==> src/rtl/branch_resolve_pkg.sv <==
// Shared widths, funct3 encodings and FSM states for the EX-stage branch resolution unit.
package branch_resolve_pkg;

  localparam int unsigned RegWidth = 32;

  localparam logic [2:0] F3Beq  = 3'b000;
  localparam logic [2:0] F3Bne  = 3'b001;
  localparam logic [2:0] F3Blt  = 3'b100;
  localparam logic [2:0] F3Bge  = 3'b101;
  localparam logic [2:0] F3Bltu = 3'b110;
  localparam logic [2:0] F3Bgeu = 3'b111;

  typedef enum logic {
    StIdle  = 1'b0,
    StFlush = 1'b1
  } br_state_e;

  function automatic logic [31:0] sat_inc(input logic [31:0] v);
    return (v == 32'hFFFF_FFFF) ? v : v + 32'd1;
  endfunction

endpackage

==> src/rtl/branch_taken_dec.sv <==
// Combinational B-type taken/illegal decode from funct3 and comparator flags.
module branch_taken_dec
  import branch_resolve_pkg::*;
(
  input  logic [2:0] funct3_i,
  input  logic       br_eq_i,
  input  logic       br_lt_i,
  output logic       taken_o,
  output logic       illegal_o
);

  always_comb begin
    taken_o   = 1'b0;
    illegal_o = 1'b0;
    case (funct3_i)
      F3Beq:          taken_o = br_eq_i;
      F3Bne:          taken_o = ~br_eq_i;
      F3Blt, F3Bltu:  taken_o = br_lt_i;
      F3Bge, F3Bgeu:  taken_o = ~br_lt_i;
      default:        illegal_o = 1'b1;
    endcase
  end

endmodule

==> src/rtl/branch_resolve.sv <==
// EX-stage branch resolution: taken decode, registered PC redirect and fixed-length IF/ID flush.
// Optional BRANCH_STATS_EN adds saturating branch/taken counters.
module branch_resolve
  import branch_resolve_pkg::*;
#(
  parameter int unsigned FLUSH_CYCLES = 2,
  parameter int unsigned XLEN         = RegWidth
) (
  input  logic            clk,
  input  logic            rst_n,
  input  logic            ex_valid,
  input  logic            ex_stall,
  input  logic            is_branch,
  input  logic            is_jal,
  input  logic            is_jalr,
  input  logic [2:0]      funct3,
  input  logic            BrEq,
  input  logic            BrLT,
  input  logic [XLEN-1:0] target,
  output logic            BrUn,
  output logic            redirect_valid,
  output logic [XLEN-1:0] redirect_pc,
  output logic            flush,
  output logic            misalign_exc,
  output logic            illegal_br
`ifdef BRANCH_STATS_EN
  ,
  output logic [31:0]     stat_branches,
  output logic [31:0]     stat_taken
`endif
);

  localparam int unsigned CntW = 3;
  localparam logic [CntW-1:0] CntInit = CntW'(FLUSH_CYCLES - 1);

  br_state_e       state_q, state_d;
  logic [CntW-1:0] cnt_q, cnt_d;
  logic            redirect_valid_q, redirect_valid_d;
  logic [XLEN-1:0] redirect_pc_q, redirect_pc_d;
  logic            misalign_q, misalign_d;
  logic            illegal_q, illegal_d;

  logic            dec_taken, dec_illegal;
  logic            taken, accept, aligned;
  logic [XLEN-1:0] eff_tgt;

  branch_taken_dec u_dec (
    .funct3_i  (funct3),
    .br_eq_i   (BrEq),
    .br_lt_i   (BrLT),
    .taken_o   (dec_taken),
    .illegal_o (dec_illegal)
  );

  assign BrUn    = funct3[1];
  assign taken   = (is_branch & dec_taken) | is_jal | is_jalr;
  assign eff_tgt = is_jalr ? {target[XLEN-1:1], 1'b0} : target;
  assign aligned = (eff_tgt[1:0] == 2'b00);
  assign accept  = ex_valid & ~ex_stall & (state_q == StIdle);

  always_ff @(posedge clk or negedge rst_n) begin
    if (!rst_n) begin
      state_q          <= StIdle;
      cnt_q            <= '0;
      redirect_valid_q <= 1'b0;
      redirect_pc_q    <= '0;
      misalign_q       <= 1'b0;
      illegal_q        <= 1'b0;
    end else begin
      state_q          <= state_d;
      cnt_q            <= cnt_d;
      redirect_valid_q <= redirect_valid_d;
      redirect_pc_q    <= redirect_pc_d;
      misalign_q       <= misalign_d;
      illegal_q        <= illegal_d;
    end
  end

  // Pulses default low every cycle; stall only freezes the FSM and counter.
  always_comb begin
    state_d          = state_q;
    cnt_d            = cnt_q;
    redirect_valid_d = 1'b0;
    redirect_pc_d    = redirect_pc_q;
    misalign_d       = 1'b0;
    illegal_d        = 1'b0;
    unique case (state_q)
      StIdle: begin
        if (accept) begin
          illegal_d = is_branch & dec_illegal;
          if (taken && aligned) begin
            redirect_valid_d = 1'b1;
            redirect_pc_d    = eff_tgt;
            state_d          = StFlush;
            cnt_d            = CntInit;
          end else if (taken) begin
            misalign_d = 1'b1;
          end
        end
      end
      StFlush: begin
        if (!ex_stall) begin
          if (cnt_q == '0) begin
            state_d = StIdle;
          end else begin
            cnt_d = cnt_q - 1'b1;
          end
        end
      end
      default: state_d = StIdle;
    endcase
  end

  always_comb begin
    flush = (state_q == StFlush);
  end

  assign redirect_valid = redirect_valid_q;
  assign redirect_pc    = redirect_pc_q;
  assign misalign_exc   = misalign_q;
  assign illegal_br     = illegal_q;

`ifdef BRANCH_STATS_EN
  logic [31:0] stat_branches_q, stat_branches_d;
  logic [31:0] stat_taken_q, stat_taken_d;
  logic        legal_br;

  assign legal_br = accept & is_branch & ~dec_illegal;

  always_comb begin
    stat_branches_d = stat_branches_q;
    stat_taken_d    = stat_taken_q;
    if (legal_br) begin
      stat_branches_d = sat_inc(stat_branches_q);
      if (dec_taken && aligned) begin
        stat_taken_d = sat_inc(stat_taken_q);
      end
    end
  end

  always_ff @(posedge clk or negedge rst_n) begin
    if (!rst_n) begin
      stat_branches_q <= '0;
      stat_taken_q    <= '0;
    end else begin
      stat_branches_q <= stat_branches_d;
      stat_taken_q    <= stat_taken_d;
    end
  end

  assign stat_branches = stat_branches_q;
  assign stat_taken    = stat_taken_q;
`endif

endmodule
==> config.mk <==
export PLATFORM = sky130hd
export DESIGN_NAME = branch_resolve
export DESIGN_NICKNAME = d
export VERILOG_FILES = /design/src/rtl/branch_resolve_pkg.sv /design/src/rtl/branch_taken_dec.sv /design/src/rtl/branch_resolve.sv
export SDC_FILE = /design/constraint.sdc
export NUM_CORES = 1
export LEC_CHECK = 0
export ABC_CLOCK_PERIOD_IN_PS = 1900
export CORE_MARGIN = 1
export CORE_UTILIZATION = 44
export DETAILED_ROUTE_END_ITERATION = 6
export PLACE_DENSITY = 0.8
export SLEW_MARGIN = 20
export SYNTH_ARGS = -nofsm -noshare
export SYNTH_HDL_FRONTEND = slang
export SYNTH_SLANG_ARGS = --single-unit
==> constraint.sdc <==
create_clock -name clk -period 1.9 [get_ports clk]
set_input_delay 0.38 -clock clk [delete_from_list [all_inputs] [get_ports clk]]
set_output_delay 0.38 -clock clk [all_outputs]
set_load 0.05 [all_outputs]
==> metrics.md <==
| Metric | Value |
|---|---|
| Crit path max fanout | 3 |
| Initial drt markers | 244 |
| Htree depth | 2 |
| Num rows | 25 |
| Die Ht | 71.9 um |
| Synthesized net count | 272 |
| Post-synthesis register bit count | 39 |
| Slew HR | 0.632 |
| Post-synth ARST share | 1.00 |
| Routed Antenna Nets | 0 |
| Dpl ws | -117 ps |
| Overall overflow remaining after global route | 0 |
| Sw Pwr | 0.00210 W |
| Placed Cells | 364 |
| Status | complete, no violations |
| Clk_skew | 0.760 ps |
| Worst Hold Class | in2async |
| IO Count | 81 |
| Delay-heaviest family, CP | buffers and inverters |
| Commonest cells after routing, fill and taps aside | clkdlybuf4s50_1 (61), dfrtp_1 (39), nand4_1 (30), buf_4 (29), nand3_1 (26) |
| Antenna violations before repair | 0 |
| Leading cell type in the layout, fill and taps excluded | clkdlybuf4s50_1 |
| Clk pwr share | 0.118 |
| Vias per cell | 6.06 |
| Average instance area after synthesis | 9.52 sq um |
| Tot GR Track Use | 0.241 |
| Post-route DRC | 0 |
| Crit path kind | reg2out |
| TritonCTS buffer count | 5 |
| Required @ worst endpoint | 1520 ps |
| Int Power | 0.00227 W |
| Initial Utilization | 0.456 |
| Largest net degree at the start of global routing | 38 |
| Max incr delay on CP | 820 ps |
| Setup violations, final | 0 |
| Share of cells above drive strength 1 | 0.139 |
| Clock buffer depth | 2 |
| RSZ-0062 raised after global routing | no |
| First-pass DRT Iterations | 5 |
| Post-synth EDFFs | 0 |
| Ant. Diodes | 0 |
| Yosys warns | 0 |
| Worst setup SP type | flop |
| Routability cong. | 0.779 |
| Cell count after synthesis | 226 |
| Synth area leader | dfrtp_1 |
| WL final | 6.08 mm |
| Die footprint | 0.00517 sq mm |
| Root buffer cell | clkbuf_8 |
| Clock transition at path regs | 70 ps |
| Critical path cell sequence | clkdlybuf4s50_1 |
| Non-Filler Instances | 370 |
| WP buf/inv | 1 |
| Mapped cell area | 0.00215 sq mm |
| Final period util | 0.991 |
| Setup WS post-layout | 17.1 ps |
| CTS Hold Bufs | 0 |
| Switching portion of total power | 0.480 |
| Vias post-DR | 2241 |
| Number of max-cap violations | 0 |
| CP arrival | 1500 ps |
| CP endpoint kind | output pin |
| CTS Sinks | 39 |
| P_leak | 1.29 nW |
| Area contributors post-synth | dfrtp_1 (45%), nand4_1 (8.7%), a22oi_1 (8.4%), o211ai_1 (8.4%), nand3_1 (6.0%) |
| First-pass GRT wire length | 9.89 mm |
| Max VDD drop | 756 uV |
| Port buffer count | 80 |
| Combinational fraction of design power | 0.553 |
| Worst-margin pin slew | 546 ps |
| Die width | 71.9 um |
| Area growth, synth to finish | 44.1% |
| Hold Violations, Final | 0 |
| Count of different cell masters after synthesis | 28 |
| Post-synth top area share | 0.453 |
| Critical Path Slowest Stage Cell | clkdlybuf4s50_1 |
| Fin crit period | 1880 ps |
| Post-CTS Setup Inserts | 0 |
| CTS tree | done |
| Reg power frac | 0.329 |
| Drt wl/cell | 16.4 um |
| Core area | 0.00472 sq mm |
| Vias in the first global route | 2090 |
| Max Freq | 0.531 GHz |
| Post-DP HPWL | 4.13 mm |
| Worst-Skew Late Latency | 280 ps |
| Final nets | 350 |
| Power per Cell Area | 1410 mW/mm^2 |
| Fin. max-slew vios | 0 |
| Seq/Total Area, Yosys | 0.453 |
| Post-synth top flop | dfrtp_1 |
-- cell type report --
| cell class | instances | area, sq um |
|---|---|---|
| fill | 402 | 1620 |
| multi-input combinational | 151 | 1000 |
| sequential | 39 | 976 |
| timing repair buffer | 97 | 931 |
| tap | 67 | 83.8 |
| clock buffer | 6 | 72.6 |
| inverter | 10 | 37.5 |
-- final timing paths --
kind,cells after the start,slack (ps),endpoint,startpoint
setup / recovery,1,20,redirect_pc[3],redirect_pc[3]
hold / removal,1,8,redirect_pc[28],rst_n
setup reg to reg,6,290,redirect_pc[4],flush
hold reg to reg,2,520,redirect_pc[25],redirect_pc[25]
max in group asynchronous,2,1380,redirect_pc[18],rst_n
min in group clk,2,520,redirect_pc[25],redirect_pc[25]
-- synth_stat cells, types with 2 or more instances --
library cell / n
a22oi_1: 24
o311ai_1: 6
a41o_1: 2
nand3_1: 26
inv_1: 10
nand2_1: 7
and3_1: 5
buf_2: 9
o211ai_1: 24
dfrtp_1: 39
ha_1: 2
nor2b_1: 3
nor2_1: 8
clkbuf_1: 10
buf_4: 3
xor2_1: 2
buf_6: 3
o21ai_0: 4
nand4_1: 30
-- registers in the layout, indices dropped and copies added, names as in the netlist --
register,cells
cnt_q,3
flush,1
illegal_br,1
misalign_exc,1
redirect_pc,32
redirect_valid,1
-- through the flow --
step	power [W]	instance area (sq um)	hold WS, ps	TNS (ps)	util
floorplan	0.00301	2150	84.4	0	-
global placement	0.00381	3020	310	-1360	0.639
detailed placement	0.00386	3020	318	-1840	0.639
CTS	0.00438	3090	10.3	0	0.655
global route	0.00459	3100	29.5	0	0.656
finish	0.00437	3100	7.74	0	0.656
-- power groups by stage --
stage                     Sequential [W]  Combinational, W  Clock, W
after detailed placement         0.00144           0.00242         0
after global placement           0.00142           0.00238         0
after floorplan                  0.00244          0.000571         0
after global routing             0.00147           0.00256  0.000557
final                            0.00144           0.00242  0.000515
after CTS                        0.00143           0.00242  0.000524
-- layer usage --
layer | up-vias | global-route usage | wire [um] | share of wire
li1 | 1028 | - | - | -
met1 | 1095 | 0.328 | 2660 | 0.44
met2 | 112 | 0.391 | 3020 | 0.50
met3 | 6 | 0.0417 | 351 | 0.058
met4 | 0 | 0.0850 | 53 | 0.0087
met5 | - | 0 | 0 | 0
-- kinds of logic after synthesis --
family / synth area share
simple gates: 0.219
compound gates: 0.223
flops: 0.453
buf+inv: 0.0843
xor+xnor: 0.00814
fa+ha+maj: 0.0116
-- what timing repair did --
action                                  CTS  global route
endpoints found under the setup margin    0             3
resized for setup                         0             3
hold endpoints to repair                  0             0
No activity file was read; power rests on OpenSTA's default activity.
